`src/rtl/tia_pix_fifo_if.sv`:
```
// Pixel-path bundle between the TIA generator, the pixel FIFO and the LCD writer.
// Signal suffixes are from the FIFO's point of view.
interface tia_pix_fifo_if #(
    parameter int unsigned Depth = 16
) ();
    localparam int unsigned LvlW = $clog2(Depth) + 1;

    logic            in_valid_i;
    logic [15:0]     in_data_i;
    logic            in_sync_i;
    logic            lcd_busy_i;
    logic            afull_o;
    logic            full_o;
    logic [LvlW-1:0] level_o;
    logic [7:0]      ovf_cnt_o;
    logic [15:0]     pix_data_o;
    logic            pix_clk_o;
    logic            reset_cursor_o;

    modport master (
        output in_valid_i, in_data_i, in_sync_i, lcd_busy_i,
        input  afull_o, full_o, level_o, ovf_cnt_o, pix_data_o, pix_clk_o, reset_cursor_o
    );

    modport slave (
        input  in_valid_i, in_data_i, in_sync_i, lcd_busy_i,
        output afull_o, full_o, level_o, ovf_cnt_o, pix_data_o, pix_clk_o, reset_cursor_o
    );
endinterface

```
`src/rtl/tia_pix_fifo.sv`:
```
// Pixel/cursor-sync buffer between the TIA beam generator and the ILI9341 writer; replays
// entries as one-cycle strobes when the writer is idle and counts pixels dropped while full.
module tia_pix_fifo #(
    parameter int unsigned Depth      = 16,
    parameter int unsigned AfullLevel = 12,
    parameter int unsigned Holdoff    = 2
) (
    input logic            clk_i,
    input logic            resetn,
    tia_pix_fifo_if.slave  bus
);
    localparam int unsigned AW    = $clog2(Depth);
    localparam int unsigned LW    = AW + 1;
    localparam int unsigned HoldW = (Holdoff < 2) ? 1 : $clog2(Holdoff + 1);

    typedef enum logic [1:0] {StIdle, StHold, StWait} state_e;

    logic [16:0]      mem_q [Depth];
    logic [LW-1:0]    wr_ptr_q, wr_ptr_d;
    logic [LW-1:0]    rd_ptr_q, rd_ptr_d;
    logic [LW-1:0]    level_q, level_d;
    logic             full_q, afull_q;
    logic [7:0]       ovf_q, ovf_d;
    logic             mem_we;
    logic [16:0]      mem_wdata;

    state_e           state_q;
    logic [HoldW-1:0] hold_q;
    logic [15:0]      pix_data_q;
    logic             pix_clk_q;
    logic             rc_q;

    logic             pop;
    logic [16:0]      head;

    assign head = mem_q[rd_ptr_q[AW-1:0]];
    // A sync flush in the same cycle cancels the pending pop.
    assign pop  = (state_q == StIdle) && (level_q != '0) && !bus.lcd_busy_i && !bus.in_sync_i;

    always_comb begin
        wr_ptr_d  = wr_ptr_q;
        rd_ptr_d  = rd_ptr_q;
        ovf_d     = ovf_q;
        mem_we    = 1'b0;
        mem_wdata = {1'b0, bus.in_data_i};
        if (bus.in_sync_i) begin
            rd_ptr_d  = wr_ptr_q;
            mem_we    = 1'b1;
            mem_wdata = {1'b1, 16'h0000};
            wr_ptr_d  = wr_ptr_q + LW'(1);
        end else begin
            // Write judged against the pre-read level: no write-through when full.
            if (bus.in_valid_i && !full_q) begin
                mem_we   = 1'b1;
                wr_ptr_d = wr_ptr_q + LW'(1);
            end else if (bus.in_valid_i && full_q && (ovf_q != 8'hFF)) begin
                ovf_d = ovf_q + 8'd1;
            end
            if (pop) begin
                rd_ptr_d = rd_ptr_q + LW'(1);
            end
        end
        level_d = wr_ptr_d - rd_ptr_d;
    end

    always_ff @(posedge clk_i) begin
        if (mem_we) begin
            mem_q[wr_ptr_q[AW-1:0]] <= mem_wdata;
        end
    end

    always_ff @(posedge clk_i or negedge resetn) begin
        if (!resetn) begin
            wr_ptr_q <= '0;
            rd_ptr_q <= '0;
            level_q  <= '0;
            full_q   <= 1'b0;
            afull_q  <= 1'b0;
            ovf_q    <= 8'h00;
        end else begin
            wr_ptr_q <= wr_ptr_d;
            rd_ptr_q <= rd_ptr_d;
            level_q  <= level_d;
            full_q   <= (level_d == LW'(Depth));
            afull_q  <= (level_d >= LW'(AfullLevel));
            ovf_q    <= ovf_d;
        end
    end

    always_ff @(posedge clk_i or negedge resetn) begin
        if (!resetn) begin
            state_q    <= StIdle;
            hold_q     <= '0;
            pix_data_q <= 16'h0000;
            pix_clk_q  <= 1'b0;
            rc_q       <= 1'b0;
        end else begin
            pix_clk_q <= 1'b0;
            rc_q      <= 1'b0;
            case (state_q)
                StIdle: begin
                    if (pop) begin
                        pix_clk_q <= !head[16];
                        rc_q      <= head[16];
                        if (!head[16]) begin
                            pix_data_q <= head[15:0];
                        end
                        hold_q  <= HoldW'(Holdoff);
                        state_q <= StHold;
                    end
                end
                StHold: begin
                    // Writer busy is not trusted until its rise latency has elapsed.
                    if ((hold_q == '0) || (hold_q == HoldW'(1))) begin
                        state_q <= StWait;
                    end
                    if (hold_q != '0) begin
                        hold_q <= hold_q - HoldW'(1);
                    end
                end
                StWait: begin
                    if (!bus.lcd_busy_i) begin
                        state_q <= StIdle;
                    end
                end
                default: state_q <= StIdle;
            endcase
        end
    end

    assign bus.level_o        = level_q;
    assign bus.full_o         = full_q;
    assign bus.afull_o        = afull_q;
    assign bus.ovf_cnt_o      = ovf_q;
    assign bus.pix_data_o     = pix_data_q;
    assign bus.pix_clk_o      = pix_clk_q;
    assign bus.reset_cursor_o = rc_q;
endmodule

```
`src/flat_wrapper.sv`:
```
// flat-port wrapper written by rule: the top's interface ports become plain ports
module tia_pix_fifo_flat 
#(
    parameter int unsigned Depth      = 16,
    parameter int unsigned AfullLevel = 12,
    parameter int unsigned Holdoff    = 2
)
  (clk_i, resetn, bus_in_valid_i, bus_in_data_i, bus_in_sync_i, bus_lcd_busy_i, bus_afull_o, bus_full_o, bus_level_o, bus_ovf_cnt_o, bus_pix_data_o, bus_pix_clk_o, bus_reset_cursor_o);
  tia_pix_fifo_if #(.Depth(Depth)) bus_i ();
  input logic clk_i;
  input logic resetn;
  input wire logic [$bits(bus_i.in_valid_i)-1:0] bus_in_valid_i;
  input wire logic [$bits(bus_i.in_data_i)-1:0] bus_in_data_i;
  input wire logic [$bits(bus_i.in_sync_i)-1:0] bus_in_sync_i;
  input wire logic [$bits(bus_i.lcd_busy_i)-1:0] bus_lcd_busy_i;
  output wire logic [$bits(bus_i.afull_o)-1:0] bus_afull_o;
  output wire logic [$bits(bus_i.full_o)-1:0] bus_full_o;
  output wire logic [$bits(bus_i.level_o)-1:0] bus_level_o;
  output wire logic [$bits(bus_i.ovf_cnt_o)-1:0] bus_ovf_cnt_o;
  output wire logic [$bits(bus_i.pix_data_o)-1:0] bus_pix_data_o;
  output wire logic [$bits(bus_i.pix_clk_o)-1:0] bus_pix_clk_o;
  output wire logic [$bits(bus_i.reset_cursor_o)-1:0] bus_reset_cursor_o;
  assign bus_i.in_valid_i = bus_in_valid_i;
  assign bus_i.in_data_i = bus_in_data_i;
  assign bus_i.in_sync_i = bus_in_sync_i;
  assign bus_i.lcd_busy_i = bus_lcd_busy_i;
  assign bus_afull_o = bus_i.afull_o;
  assign bus_full_o = bus_i.full_o;
  assign bus_level_o = bus_i.level_o;
  assign bus_ovf_cnt_o = bus_i.ovf_cnt_o;
  assign bus_pix_data_o = bus_i.pix_data_o;
  assign bus_pix_clk_o = bus_i.pix_clk_o;
  assign bus_reset_cursor_o = bus_i.reset_cursor_o;
  tia_pix_fifo #(.Depth(Depth), .AfullLevel(AfullLevel), .Holdoff(Holdoff)) u_core (.clk_i(clk_i), .resetn(resetn), .bus(bus_i));
endmodule
```
`config.mk`:
```
export PLATFORM = sky130hd
export DESIGN_NAME = tia_pix_fifo_flat
export DESIGN_NICKNAME = d
export VERILOG_FILES = /design/src/rtl/tia_pix_fifo_if.sv /design/src/rtl/tia_pix_fifo.sv /design/src/flat_wrapper.sv
export SDC_FILE = /design/constraint.sdc
export NUM_CORES = 1
export LEC_CHECK = 0
export ABC_AREA = 1
export BUFFER_PORTS_ARGS = -buffer_cell sky130_fd_sc_hd__buf_2
export CORE_MARGIN = 8
export CORE_UTILIZATION = 61
export DETAILED_ROUTE_END_ITERATION = 8
export GPL_ROUTABILITY_DRIVEN = 0
export GPL_TIMING_DRIVEN = 0
export PLACE_DENSITY = 0.86
export SLEW_MARGIN = 20
export SYNTH_ARGS = -nofsm -noshare
export SYNTH_HDL_FRONTEND = slang
export SYNTH_SLANG_ARGS = --single-unit
export TNS_END_PERCENT = 100
```
`constraint.sdc`:
```
create_clock -name clk_i -period 3.7 [get_ports clk_i]
set_clock_uncertainty 0.1 [all_clocks]
set_input_delay 0.74 -clock clk_i [delete_from_list [all_inputs] [get_ports clk_i]]
set_output_delay 0.74 -clock clk_i [all_outputs]
set_load 0.02 [all_outputs]
```
# [Word level (Yosys, flattened, before mapping)]
# Memories as Yosys holds them, arrays and structs flattened.
# Index checks and enable logic that the tools add are counted.
[totals] register_bits=47 ram_bits=272 input_bits=21 elab_cells=70 mem_count=1
[mem_list] name="u_core.mem_q" words=16 word_bits=17 read_ports=1 rd_ports_with_merged_regs=0 write_ports=1 line_no="tia_pix_fifo.sv:18" source="logic [16:0] mem_q [Depth];"
[classes] addsub=5 order_cmp=1 eq_ne=9 n_mux=20 n_bitwise=3 reduce_logical=20
[ops] op="$mux W5" n=4
[ops] op="$mux W17" n=1
[ops] op="$reduce_and A3 Y1" n=4
[ops] op="$add A5 B1 Y5 const B" n=2
[ops] op="$mux W2" n=5
[ops] op="$add A8 B1 Y8 const B" n=1
[ops] op="$mux W1" n=8
[ops] op="$ne A8 B8 Y1 const B" n=1
[ops] op="$logic_and A1 B1 Y1" n=6
[ops] op="$ne A2 B1 Y1 const B" n=3
[ops] op="$pmux W2 S3" n=1
[ops] op="$eq A5 B5 Y1 const B" n=1
[ops] op="$ge A5 B4 Y1 const B" n=1
[ops] op="$reduce_bool A5 Y1" n=1
[ops] op="$sub A5 B5 Y5" n=1
[ops] op="$eq A2 B1 Y1 const B" n=2
[ops] op="$logic_not A1 Y1" n=4
[ops] op="$logic_not A2 Y1" n=2
[ops] op="$pmux W2 S2" n=1
[ops] op="$reduce_bool A2 Y1" n=2
[ops] op="$not A1 Y1" n=3
[ops] op="$eq A2 B2 Y1 const B" n=1
[ops] op="$ne A2 B2 Y1 const B" n=1
[ops] op="$sub A2 B1 Y2 const B" n=1
[ops] op="$logic_or A1 B1 Y1" n=1

# [Longest topological paths before layout]
# Gate-level depths: netlist of the first run.
[logic_depth] word_depth=8 ltp_mapped=19

# [Least setup slack after synthesis of the first run]
# Ideal clock, no wire load.
[synth_timing] kind="input-to-reg" start="input bus_lcd_busy_i" end="register u_core.full_q, in the netlist u_core.bus.full_o" setup_ns=0.071 arrival_time_ns=2.704 required_time_ns=3.529 setup_slack_ns=0.825 cell_stages=14 cell_sequence="nor2_1 -> nand2_1 -> inv_1 -> nand2_1 -> nor2_1 -> o21bai_1 -> inv_1 -> ha_1 -> inv_1 -> fa_1 -> or2_2 -> nor2_1 -> nand2_1 -> nor2_1"
[synth_via] elab_chain_len=7
[synth_rtl] element="start, declared" line_no="flat_wrapper.sv:15" source="input wire logic [$bits(bus_i.lcd_busy_i)-1:0] bus_lcd_busy_i;"
[synth_rtl] element="$logic_not A1 Y1" line_no="tia_pix_fifo.sv:38" source="assign pop = (state_q == StIdle) && (level_q != '0) && !bus.lcd_busy_i && !bus.in_sync_i;"
[synth_rtl] element="$logic_and A1 B1 Y1 (2 in series)" line_no="tia_pix_fifo.sv:38"
[synth_rtl] element="$mux W5" line_no="tia_pix_fifo.sv:59" source="if (pop) begin"
[synth_rtl] element="$mux W5" line_no="tia_pix_fifo.sv:46" source="if (bus.in_sync_i) begin"
[synth_rtl] element="named net u_core.rd_ptr_d[0]" line_no="tia_pix_fifo.sv:20" source="logic [LW-1:0] rd_ptr_q, rd_ptr_d;"
[synth_rtl] element="$sub A5 B5 Y5" line_no="tia_pix_fifo.sv:63" source="level_d = wr_ptr_d - rd_ptr_d;"
[synth_rtl] element="named net u_core.level_d[1]" line_no="tia_pix_fifo.sv:21" source="logic [LW-1:0] level_q, level_d;"
[synth_rtl] element="$eq A5 B5 Y1" line_no="tia_pix_fifo.sv:84" source="full_q <= (level_d == LW'(Depth));"
[synth_rtl] element="end signal, assigned" line_no="tia_pix_fifo.sv:84"
[synth_rtl] element="end, declared" line_no="tia_pix_fifo.sv:22" source="logic full_q, afull_q;"
# The timed path passes the listed nets, and every way through them passes these cells.
# A chain may end at the register's enable or synchronous reset.

# [Worst setup path after layout of the first run]
[layout_timing] start="input bus_in_sync_i" end="register u_core.full_q, in the netlist u_core.bus.full_o"
[layout_via] elab_chain_len=6
[layout_rtl] element="start, declared" line_no="flat_wrapper.sv:14" source="input wire logic [$bits(bus_i.in_sync_i)-1:0] bus_in_sync_i;"
[layout_rtl] element="$logic_not A1 Y1" line_no="tia_pix_fifo.sv:38"
[layout_rtl] element="$logic_and A1 B1 Y1" line_no="tia_pix_fifo.sv:38"
[layout_rtl] element="$mux W5" line_no="tia_pix_fifo.sv:59"
[layout_rtl] element="$mux W5 *" line_no="tia_pix_fifo.sv:46"
[layout_rtl] element="named net u_core.rd_ptr_d[0]" line_no="tia_pix_fifo.sv:20"
[layout_rtl] element="$sub A5 B5 Y5 *" line_no="tia_pix_fifo.sv:63"
[layout_rtl] element="named net u_core.level_d[1]" line_no="tia_pix_fifo.sv:21"
[layout_rtl] element="$eq A5 B5 Y1 *" line_no="tia_pix_fifo.sv:84"
# The timed path passes the listed nets; every way through them passes the cells marked *.

==> impl_metrics.yaml, run 1 <==
power_and_ir_drop:
  p_leak_nw: 5.70
  ir_drop_uv: 425
  power_density_mw_per_mm2: 803
synthesis:
  synth-xor-area-share_pct: 0.674
  yosysMostFrequentCell: "edfxtp_1"
  netlist_area_mm2: 0.0130
  synth_common_cells: "edfxtp_1, nand2_1, nor2_1"
  ys_seq_area_share_pct: 71.9
  synthArstFlopShare_pct: 14.7
  synth.area.top_cells: "edfxtp_1, dfrtp_1, nand2_1"
  yosysWarnings: 0
  synth_top_family_by_area: "simple AND/OR/NAND/NOR gates"
  synth-edff-count: 272
  syn_avg_cell_area_um2: 12.2
  synth_compound_area_share_pct: 9.06
  synth_top_area_cell: "edfxtp_1"
  synthAdderAreaFrac_pct: 1.21
  synthCells: 1070
  ys.flop_type: "edfxtp_1"
  syn_nets: 1103
  synth_top_area_share_pct: 62.8
  ys_ff_latch: 319
  yosys.area_share.simple_pct: 12.7
  ys_types: 42
  synth_mux_area_share_pct: 0
grt:
  track_usage_pct: 25.7
  grt_pass1_wl_um: 51400
  grt_pass1_vias: 9060
  grt_antenna_before_repair: 1
  grt_max_degree: 48
  overflow: 0
die:
  die_h_um: 162
  die-area_mm2: 0.0262
  core-area_mm2: 0.0210
  io_pins: 54
  die_x_um: 162
  placementRows: 53
  start_util_pct: 62.1
sta:
  slew_headroom_pct: 20.2
  worstMarginPinSlew_ns: 1.19
  clock.fmax_mhz: 325
  slew_viol_final: 0
  finalSetupTns_ns: 0
  hold_viol: 0
  min_period_ns: 3.07
  finalCritPeriodShare_pct: 83.0
  setup_ws_ns: 0.627
  setup-violations-final: 0
  rsz0062_at_grt: "no"
setup_path:
  required_ns: 4.09
  cp-end-kind: "register"
  crit_path_max_fanout: 19
  worst_setup_path_start_kind: "input pin"
  cp.arrival_ns: 3.46
  r2r_slack_ns: 0.79
  crit_type: "input pin to register"
clock_network:
  cts_root_buffer: "clkbuf_16"
  cts_setup_buffers: 0
  cts_tree: "built"
  path_clk_slew_ns: 0.06
  clk_latency_ns: 0.56
  holdBufCountCts: 0
  numCtsBuffers: 30
  h-tree-depth: 1
  cts.sinks: 319
  ctsResizeCount: 0
  cts_max_path_buffers: 3
route:
  firstDrtPassIters: 7
  routed_wl_um: 34300
  ant_nets: 0
  drt_drc_violations_left: 0
  viasPerCell: 6.31
  avgRoutedWirePerCell_um: 23.4
  drt_iter0_drc: 1285
  via_count: 9220
layout:
  nFillCells: 1400
  multi_input_area_mm2: 0.00315
  drive_gt1_share_pct: 14.7
  fin_nets: 1198
  antenna_cells: 0
  final_core_util_pct: 70.5
  area_growth_syn_to_layout_pct: 13.6
  register_area_mm2: 0.00934
job:
  drv_cap: 0
outcome:
  status: "completed"
placed_design:
  port_buffers: 53
  pre_cts_slack_ns: 0.116
  hpwl_um: 22000
min_path:
  hold_class: "input pin to asynchronous set/reset pin"
==> worst max-delay path, cell delays in order <==
cell and delay (ns):
buf_2 0.30, clkbuf_1 0.67, o21ai_0 0.25, o21bai_1 0.17, inv_1 0.09, ha_1 0.18
inv_1 0.09, fa_1 0.41, or2_2 0.30, nor2_1 0.11, nand2_1 0.06, nor2_1 0.09
==> state kept, by name (all words and copies together) (netlist names), 2 cells and up <==
name / cells
u_core.bus.pix_data_o: 16
u_core.wr_ptr_q: 5
u_core.state_q: 2
u_core.rd_ptr_q: 5
u_core.hold_q: 2
u_core.mem_q: 272
u_core.bus.ovf_cnt_o: 8
u_core.bus.level_o: 5
==> per-layer routing <==
| metal | vias to the layer above | routed length, um | share of wire, % | global-route usage [%] |
|---|---|---|---|---|
| li1 | 3970 | - | - | - |
| met1 | 4361 | 12100 | 35 | 32.9 |
| met2 | 746 | 16100 | 47 | 41.1 |
| met3 | 141 | 4660 | 14 | 6.30 |
| met4 | 2 | 1420 | 4.2 | 11.8 |
| met5 | - | 10 | 0.029 | 0 |
==> path summary, 6_finish.rpt <==
path,from,endpoint,cells after the start
min,resetn,u_core.bus.pix_data_o[9]$_DFFE_PN0P_,1
max,bus_in_sync_i,u_core.bus.full_o$_DFF_PN0_,12
min reg2reg,u_core.bus.pix_data_o[9]$_DFFE_PN0P_,u_core.bus.pix_data_o[9]$_DFFE_PN0P_,2
max reg2reg,u_core.rd_ptr_q[0]$_DFF_PN0_,u_core.bus.full_o$_DFF_PN0_,14
min in group clk_i,u_core.bus.pix_data_o[9]$_DFFE_PN0P_,u_core.bus.pix_data_o[9]$_DFFE_PN0P_,2
max in group asynchronous,resetn,u_core.bus.ovf_cnt_o[7]$_DFFE_PN0P_,1
==> cell families after synthesis <==
group | count (synthesis)
flip-flops | 319
adder cells (fa/ha/maj) | 12
AND/OR/NAND/NOR | 398
AO/OA/AOI/OAI | 200
buffers and inverters | 131
XOR/XNOR | 10
==> cell usage in the layout, fill, tap and decap left out, drive strengths merged <==
cell type / count
edfxtp: 272
nand2: 182
nor2: 134
o21ai: 114
buf: 95
inv: 76
nand3: 64
clkbuf: 62
dfrtp: 47
a21oi: 39
o221ai: 21
clkinv: 12
ha: 11
o22ai: 10
nand4: 9
a221oi: 9
xor2: 8
nor3: 4
or2: 3
bufinv: 3
a31oi: 2
nand3b: 2
xnor2: 2
o221a: 2
o21bai: 1
o211ai: 1
o2111ai: 1
fa: 1
==> where the power goes <==
part           switching (mW)  total [mW]  internal [mW]
Sequential              0.218        4.75           4.53
Combinational            2.95        4.11           1.16
Clock                    1.27        3.00           1.73
==> per-stage QoR <==
step	cells	instance area, um^2	hold WS (ns)	power, mW
after floorplan	1070	13000	0.344	7.27
after global placement	1398	13600	0.349	8.45
after detailed placement	1408	13800	0.354	8.76
after CTS	1462	14800	0.317	11.7
after global routing	1462	14800	0.151	12.3
final	1462	14800	0.103	11.9
==> area by class of cell <==
cell class / count / area share, %
sequential: 319 / 63.3
multi-input combinational: 620 / 21.3
clock buffer: 41 / 5.51
timing repair buffer: 63 / 2.75
tap: 275 / 2.33
inverter: 78 / 2.01
buffer: 53 / 1.94
clock inverter: 13 / 0.898
No activity file was read; power rests on OpenSTA's default activity.
==> run 2: changes to the inputs <==
ABC_AREA = 0   (was 1)
clock period = 2.86 ns   (was 3.7 ns; I/O delays follow)
==> run 2 against run 1 <==
  * The run now ends with setup timing left
  * Worst setup slack worse by 1.0 ns
  * Power up 37%
  * Routed wire length down 9.5%
  * Combinational power up 45%
  * Critical path type is now register to register
  * Largest cell class unchanged
==> impl_metrics.yaml, run 2 <==
power_and_ir_drop:
  power.internal_mw: 10.8
  clock_power_share_pct: 24.6
  combPwrFrac_pct: 36.5
  p_leak_nw: 5.14
  power_density_mw_per_mm2: 1110
  ir_drop_uv: 525
  power_frac_seq_pct: 38.9
  p_sw_share_pct: 33.6
  p_sw_mw: 5.47
grt:
  grt_pass1_wl_um: 46000
  grt_pass1_vias: 7346
  grt_max_degree: 48
  grt_use_met1_pct: 30.1
  grt_use_met2_pct: 40.6
  grt_antenna_before_repair: 0
  grt_most_used_layer: "met2"
  track_usage_pct: 24.1
  overflow: 0
  grtUsageMet3_pct: 5.30
synthesis:
  ys.flop_type: "edfxtp_1"
  synth_compound_area_share_pct: 3.82
  yosysMostFrequentCell: "edfxtp_1"
  synth.area.top_cells: "edfxtp_1, mux4_2, dfrtp_1"
  synth_top_area_share_pct: 64.6
  ys_seq_area_share_pct: 73.9
  synthAdderAreaFrac_pct: 1.34
  syn_nets: 678
  syn_avg_cell_area_um2: 19.6
  ys_types: 49
  synth_top_area_cell: "edfxtp_1"
  synth-edff-count: 272
  synth_top_family_by_area: "multiplexers"
  yosys.area_share.simple_pct: 3.89
  synth_common_cells: "edfxtp_1, mux4_2, dfrtp_1"
  synthArstFlopShare_pct: 14.7
  synth_mux_area_share_pct: 14.2
  synthCells: 645
  yosysWarnings: 0
  ys_ff_latch: 319
  netlist_area_mm2: 0.0126
  synth-xor-area-share_pct: 1.24
die:
  placementRows: 52
  core-area_mm2: 0.0203
  die_h_um: 160
  start_util_pct: 62.3
  die-area_mm2: 0.0256
  die_x_um: 160
  io_pins: 54
sta:
  slew_viol_final: 0
  slew_headroom_pct: 25.7
  finalCritPeriodShare_pct: 113
  timing.hold.ws_ns: 0.230
  worstMarginPinSlew_ns: 1.11
  min_period_ns: 3.24
  setup-violations-final: 4
  setup_ws_ns: -0.380
  rsz0062_at_grt: "yes"
  hold_viol: 0
  clock.fmax_mhz: 309
layout:
  postLayoutCellArea_mm2: 0.0147
  largest_register_ffs: 272
  antenna_cells: 0
  final_common_cell: "edfxtp_1"
  drive_gt1_share_pct: 33.7
  area_growth_syn_to_layout_pct: 16.6
  final_cell_mix: "edfxtp_1, mux4_2, buf_2"
  fin_nets: 784
clock_network:
  path_clk_slew_ns: 0.07
  cts_max_path_buffers: 3
  cts_tree: "built"
  clk_latency_ns: 0.57
  h-tree-depth: 1
  cts.sinks: 319
  numCtsBuffers: 30
  cts_root_buffer: "clkbuf_16"
setup_path:
  worst_setup_path_start_kind: "register"
  crit_chain: "or4_4 > o21ai_4 > xor2_1 > o21ai_2 > ha_2 > inv_2 > fa_2 > inv_1 > a211oi_2 > or3_4 > a2111oi_4"
  slowest_stage: "or4_4"
  crit_type: "register to register"
  max_stage_delay_ns: 0.57
  cp.arrival_ns: 3.60
  crit_path_max_fanout: 3
  cp-end-kind: "register"
  required_ns: 3.22
  crit_family: "simple AND/OR/NAND/NOR gates"
  crit_buf_inv: 2
route:
  firstDrtPassIters: 6
  drt_drc_violations_left: 0
  routed_wl_um: 31000
  via_count: 7011
  viasPerCell: 6.71
  avgRoutedWirePerCell_um: 29.7
  drt_iter0_drc: 1041
  ant_nets: 0
placed_design:
  hpwl_um: 17800
  placed_area_mm2: 0.0135
  port_buffers: 53
outcome:
  status: "complete, but fails checks"
  violations: "setup timing"
min_path:
  hold_class: "input pin to register"
job:
  drv_cap: 0
==> run 2: cell types whose count changed in the layout (fill, tap and decap cells not counted), moves of 15 or more <==
cell	before	now
nand2_1	178	11
o21ai_0	105	6
nor2_1	114	18
mux4_2	0	71
nand3_1	63	4
inv_1	71	15
a21oi_1	38	9
nor2b_1	0	27
o221ai_1	21	0
clkbuf_1	30	15
==> run 2: path summary, 6_finish.rpt <==
kind | start | end | slack [ns] | cells past startpoint
worst max-delay path | u_core.bus.level_o[4]$_DFF_PN0_ | u_core.bus.full_o$_DFF_PN0_ | -0.38 | 11
worst min-delay path | bus_lcd_busy_i | u_core.state_q[1]$_DFFE_PN0P_ | 0.23 | 3
worst max register to register | u_core.bus.level_o[4]$_DFF_PN0_ | u_core.bus.full_o$_DFF_PN0_ | -0.38 | 11
worst min register to register | u_core.bus.pix_data_o[7]$_DFFE_PN0P_ | u_core.bus.pix_data_o[7]$_DFFE_PN0P_ | 0.41 | 1
max in group asynchronous | resetn | u_core.rd_ptr_q[0]$_DFF_PN0_ | 1.67 | 2
min in group asynchronous | resetn | u_core.bus.pix_data_o[5]$_DFFE_PN0P_ | 0.50 | 2
==> run 2: layout make-up <==
type	instances	area, um^2
Fill cell	1125	5560
Sequential cell	319	9350
Buffer	31	201
Tap cell	270	338
Clock buffer	41	843
Inverter	19	71.3
Multi-Input combinational cell	275	3280
Clock inverter	15	150
Timing Repair Buffer	75	503
==> run 2: routing by layer <==
layer	vias to the layer above	routed length [um]	share of wire [%]
met2	556	15500	50
met4	0	1110	3.6
met1	3542	11000	36
met3	104	3310	11
met5	-	0	0
li1	2809	-	-
==> run 2: metrics by stage <==
| step | TNS [ns] | std cells | power (mW) | setup WS [ns] | util [%] |
|---|---|---|---|---|---|
| final | -1.09 | 1045 | 16.3 | -0.380 | 72.6 |
| after floorplan | -1.15 | 645 | 9.93 | -0.429 | - |
| after global routing | -1.48 | 1045 | 16.8 | -0.465 | 72.6 |
| after detailed placement | -65.38 | 977 | 11.7 | -1.46 | 66.6 |
| after CTS | -0.925 | 1040 | 16.0 | -0.354 | 72.2 |
| after global placement | -200.87 | 968 | 11.2 | -1.49 | 65.5 |
==> run 2: worst min-delay path, cell delays in order <==
cell and delay, ns:
buf_2 0.11, nand3b_1 0.08, o21ai_0 0.08
==> run 2: what timing repair did <==
item / in CTS / in global routing
setup buffers: 8 / 4
pin swaps: 8 / 14
gates resized for setup: 34 / 11
setup endpoints to repair: 24 / 13
hold endpoints to repair: 0 / 1
hold buffers: 0 / 1
==> run 2: logic make-up after synthesis <==
| logic type | count (synthesis) |
|---|---|
| xor gates and xnor gates | 17 |
| DFF | 319 |
| AOI/OAI and AO/OA | 62 |
| buffers and inverters | 51 |
| muxes | 89 |
| adders and majority gates | 13 |
| and+or+nand+nor | 94 |
==> run 2: power groups by stage <==
stage / combinational (mW) / sequential (mW) / clock (mW)
floorplan: 3.45 / 6.49 / 0
global placement: 4.84 / 6.32 / 0
detailed placement: 5.28 / 6.38 / 0
CTS: 5.68 / 6.32 / 4.02
global route: 6.26 / 6.39 / 4.18
finish: 5.95 / 6.33 / 4.01
==> run 3: changes to the inputs <==
CORE_ASPECT_RATIO = 1.1   (was not set)
==> run 3 against run 2 <==
  * The run still ends with setup timing left
  * Sequential power is essentially flat
  * Final area shrank 0.93%
  * Core utilization shrank 1.2 points
  * Critical path type unchanged
==> impl_metrics.yaml, run 3 (synthesis results as in run 2) <==
outcome:
  status: "complete, but fails checks"
  violations: "setup timing"
sta:
  slew_viol_final: 0
  hold_viol: 0
  clock.fmax_mhz: 314
  setup_ws_ns: -0.324
  rsz0062_at_grt: "yes"
  finalCritPeriodShare_pct: 111
  worstMarginPinSlew_ns: 1.19
  timing.hold.ws_ns: 0.194
  setup-violations-final: 4
  slew_headroom_pct: 20.2
  min_period_ns: 3.18
clock_network:
  cts_max_path_buffers: 3
  cts_root_buffer: "clkbuf_16"
  path_clk_slew_ns: 0.07
  cts.sinks: 319
  clk_latency_ns: 0.55
  numCtsBuffers: 30
  cts_tree: "built"
  h-tree-depth: 1
die:
  die-area_mm2: 0.0256
  placementRows: 55
  core-area_mm2: 0.0204
  die_h_um: 167
  io_pins: 54
  die_x_um: 153
  start_util_pct: 61.9
route:
  drt_iter0_drc: 808
  viasPerCell: 6.71
  firstDrtPassIters: 5
  drt_drc_violations_left: 0
  via_count: 6897
  wl_met1_um: 10700
  ant_nets: 0
  routed_wl_um: 29700
  topRoutingLayerUsed: "met4"
  avgRoutedWirePerCell_um: 28.9
  wl_met2_um: 14800
  wl_met3_um: 3100
power_and_ir_drop:
  p_sw_mw: 5.31
  p_leak_nw: 5.09
  power.internal_mw: 10.4
  p_sw_share_pct: 33.7
  total_power_mw: 15.7
  ir_drop_uv: 553
  clock_power_share_pct: 23.7
  combPwrFrac_pct: 36.2
  power_density_mw_per_mm2: 1080
  power_frac_seq_pct: 40.2
layout:
  antenna_cells: 0
  stdcell_count: 1028
  multi_input_area_mm2: 0.00327
  drive_gt1_share_pct: 33.0
  postLayoutCellArea_mm2: 0.0146
  final_cell_mix: "edfxtp_1, mux4_2, buf_2"
  fin_nets: 782
  nFillCells: 1110
  area_growth_syn_to_layout_pct: 15.5
  largest_register_ffs: 272
  register_area_mm2: 0.00935
  final_common_cell: "edfxtp_1"
setup_path:
  cp.arrival_ns: 3.53
  crit_buf_inv: 1
  crit_path_max_fanout: 3
  crit_type: "register to register"
  crit_family: "simple AND/OR/NAND/NOR gates"
  max_stage_delay_ns: 0.56
  cp-end-kind: "register"
  crit_chain: "or4_4 > o21ai_4 > xor2_1 > o21ai_2 > ha_2 > inv_2 > fa_2 > a31o_4 > or3_4 > a2111oi_4"
  required_ns: 3.20
  slowest_stage: "or4_4"
  worst_setup_path_start_kind: "register"
placed_design:
  dpl.cell_count: 963
  port_buffers: 53
  placed_area_mm2: 0.0135
  hpwl_um: 17400
min_path:
  hold_class: "input pin to register"
grt:
  grt_pass1_wl_um: 44400
  grt_antenna_before_repair: 0
  grt_max_degree: 48
  overflow: 0
  track_usage_pct: 23.1
  grt_pass1_vias: 7121
job:
  drv_cap: 0
[run 3: what timing repair did]
item / in CTS / in global routing
gates resized for setup: 30 / 15
hold endpoints to repair: 47 / 0
cloned: 0 / 0
setup buffers: 9 / 2
pin swaps: 9 / 5
hold buffers: 1 / 0
setup endpoints to repair: 22 / 21
[run 3: worst paths after layout]
| path | slack (ns) | to | start | cells past startpoint |
|---|---|---|---|---|
| max in group asynchronous | 1.67 | u_core.rd_ptr_q[0]$_DFF_PN0_ | resetn | 2 |
| min reg2reg | 0.41 | u_core.bus.ovf_cnt_o[7]$_DFFE_PN0P_ | u_core.bus.ovf_cnt_o[7]$_DFFE_PN0P_ | 1 |
| min in group asynchronous | 0.50 | u_core.bus.reset_cursor_o$_DFF_PN0_ | resetn | 2 |
| max | -0.32 | u_core.bus.full_o$_DFF_PN0_ | u_core.bus.level_o[0]$_DFF_PN0_ | 10 |
| min | 0.19 | u_core.state_q[1]$_DFFE_PN0P_ | bus_lcd_busy_i | 3 |
| max reg2reg | -0.32 | u_core.bus.full_o$_DFF_PN0_ | u_core.bus.level_o[0]$_DFF_PN0_ | 10 |
[run 3: per-stage QoR]
step	setup WS, ns	TNS [ns]	util [%]
CTS	-0.279	-0.642	71.1
floorplan	-0.429	-1.15	-
finish	-0.324	-0.860	71.4
global route	-0.419	-1.24	71.4
global placement	-1.30	-206.65	65.0
detailed placement	-1.40	-79.52	65.9
[run 3: worst min-delay path: stages]
cell      delay (ns)
buf_2           0.10
nand3b_1        0.07
o21ai_0         0.07
[run 3: area by class of cell]
cell class	instances	share of cell area, %
Sequential cell	319	64.0
Multi-Input combinational cell	275	22.4
Clock buffer	32	5.34
Timing Repair Buffer	73	3.21
Tap cell	256	2.19
Buffer	31	1.41
Clock inverter	23	0.951
Inverter	19	0.514
[run 3: routing by layer]
metal | GRT usage [%] | vias up
li1 | - | 2807
met1 | 29.3 | 3502
met2 | 38.1 | 497
met3 | 5.25 | 91
met4 | 9.99 | 0
met5 | 0 | -
[run 3: power groups by stage]
stage          combinational [mW]  sequential [mW]  clock [mW]
6_report                     5.69             6.33        3.73
2_1_floorplan                3.45             6.49           0
4_1_cts                      5.51             6.31        3.75
5_1_grt                      6.04             6.38        3.91
3_3_place_gp                 4.84             6.32           0
3_5_place_dp                 5.23             6.37           0
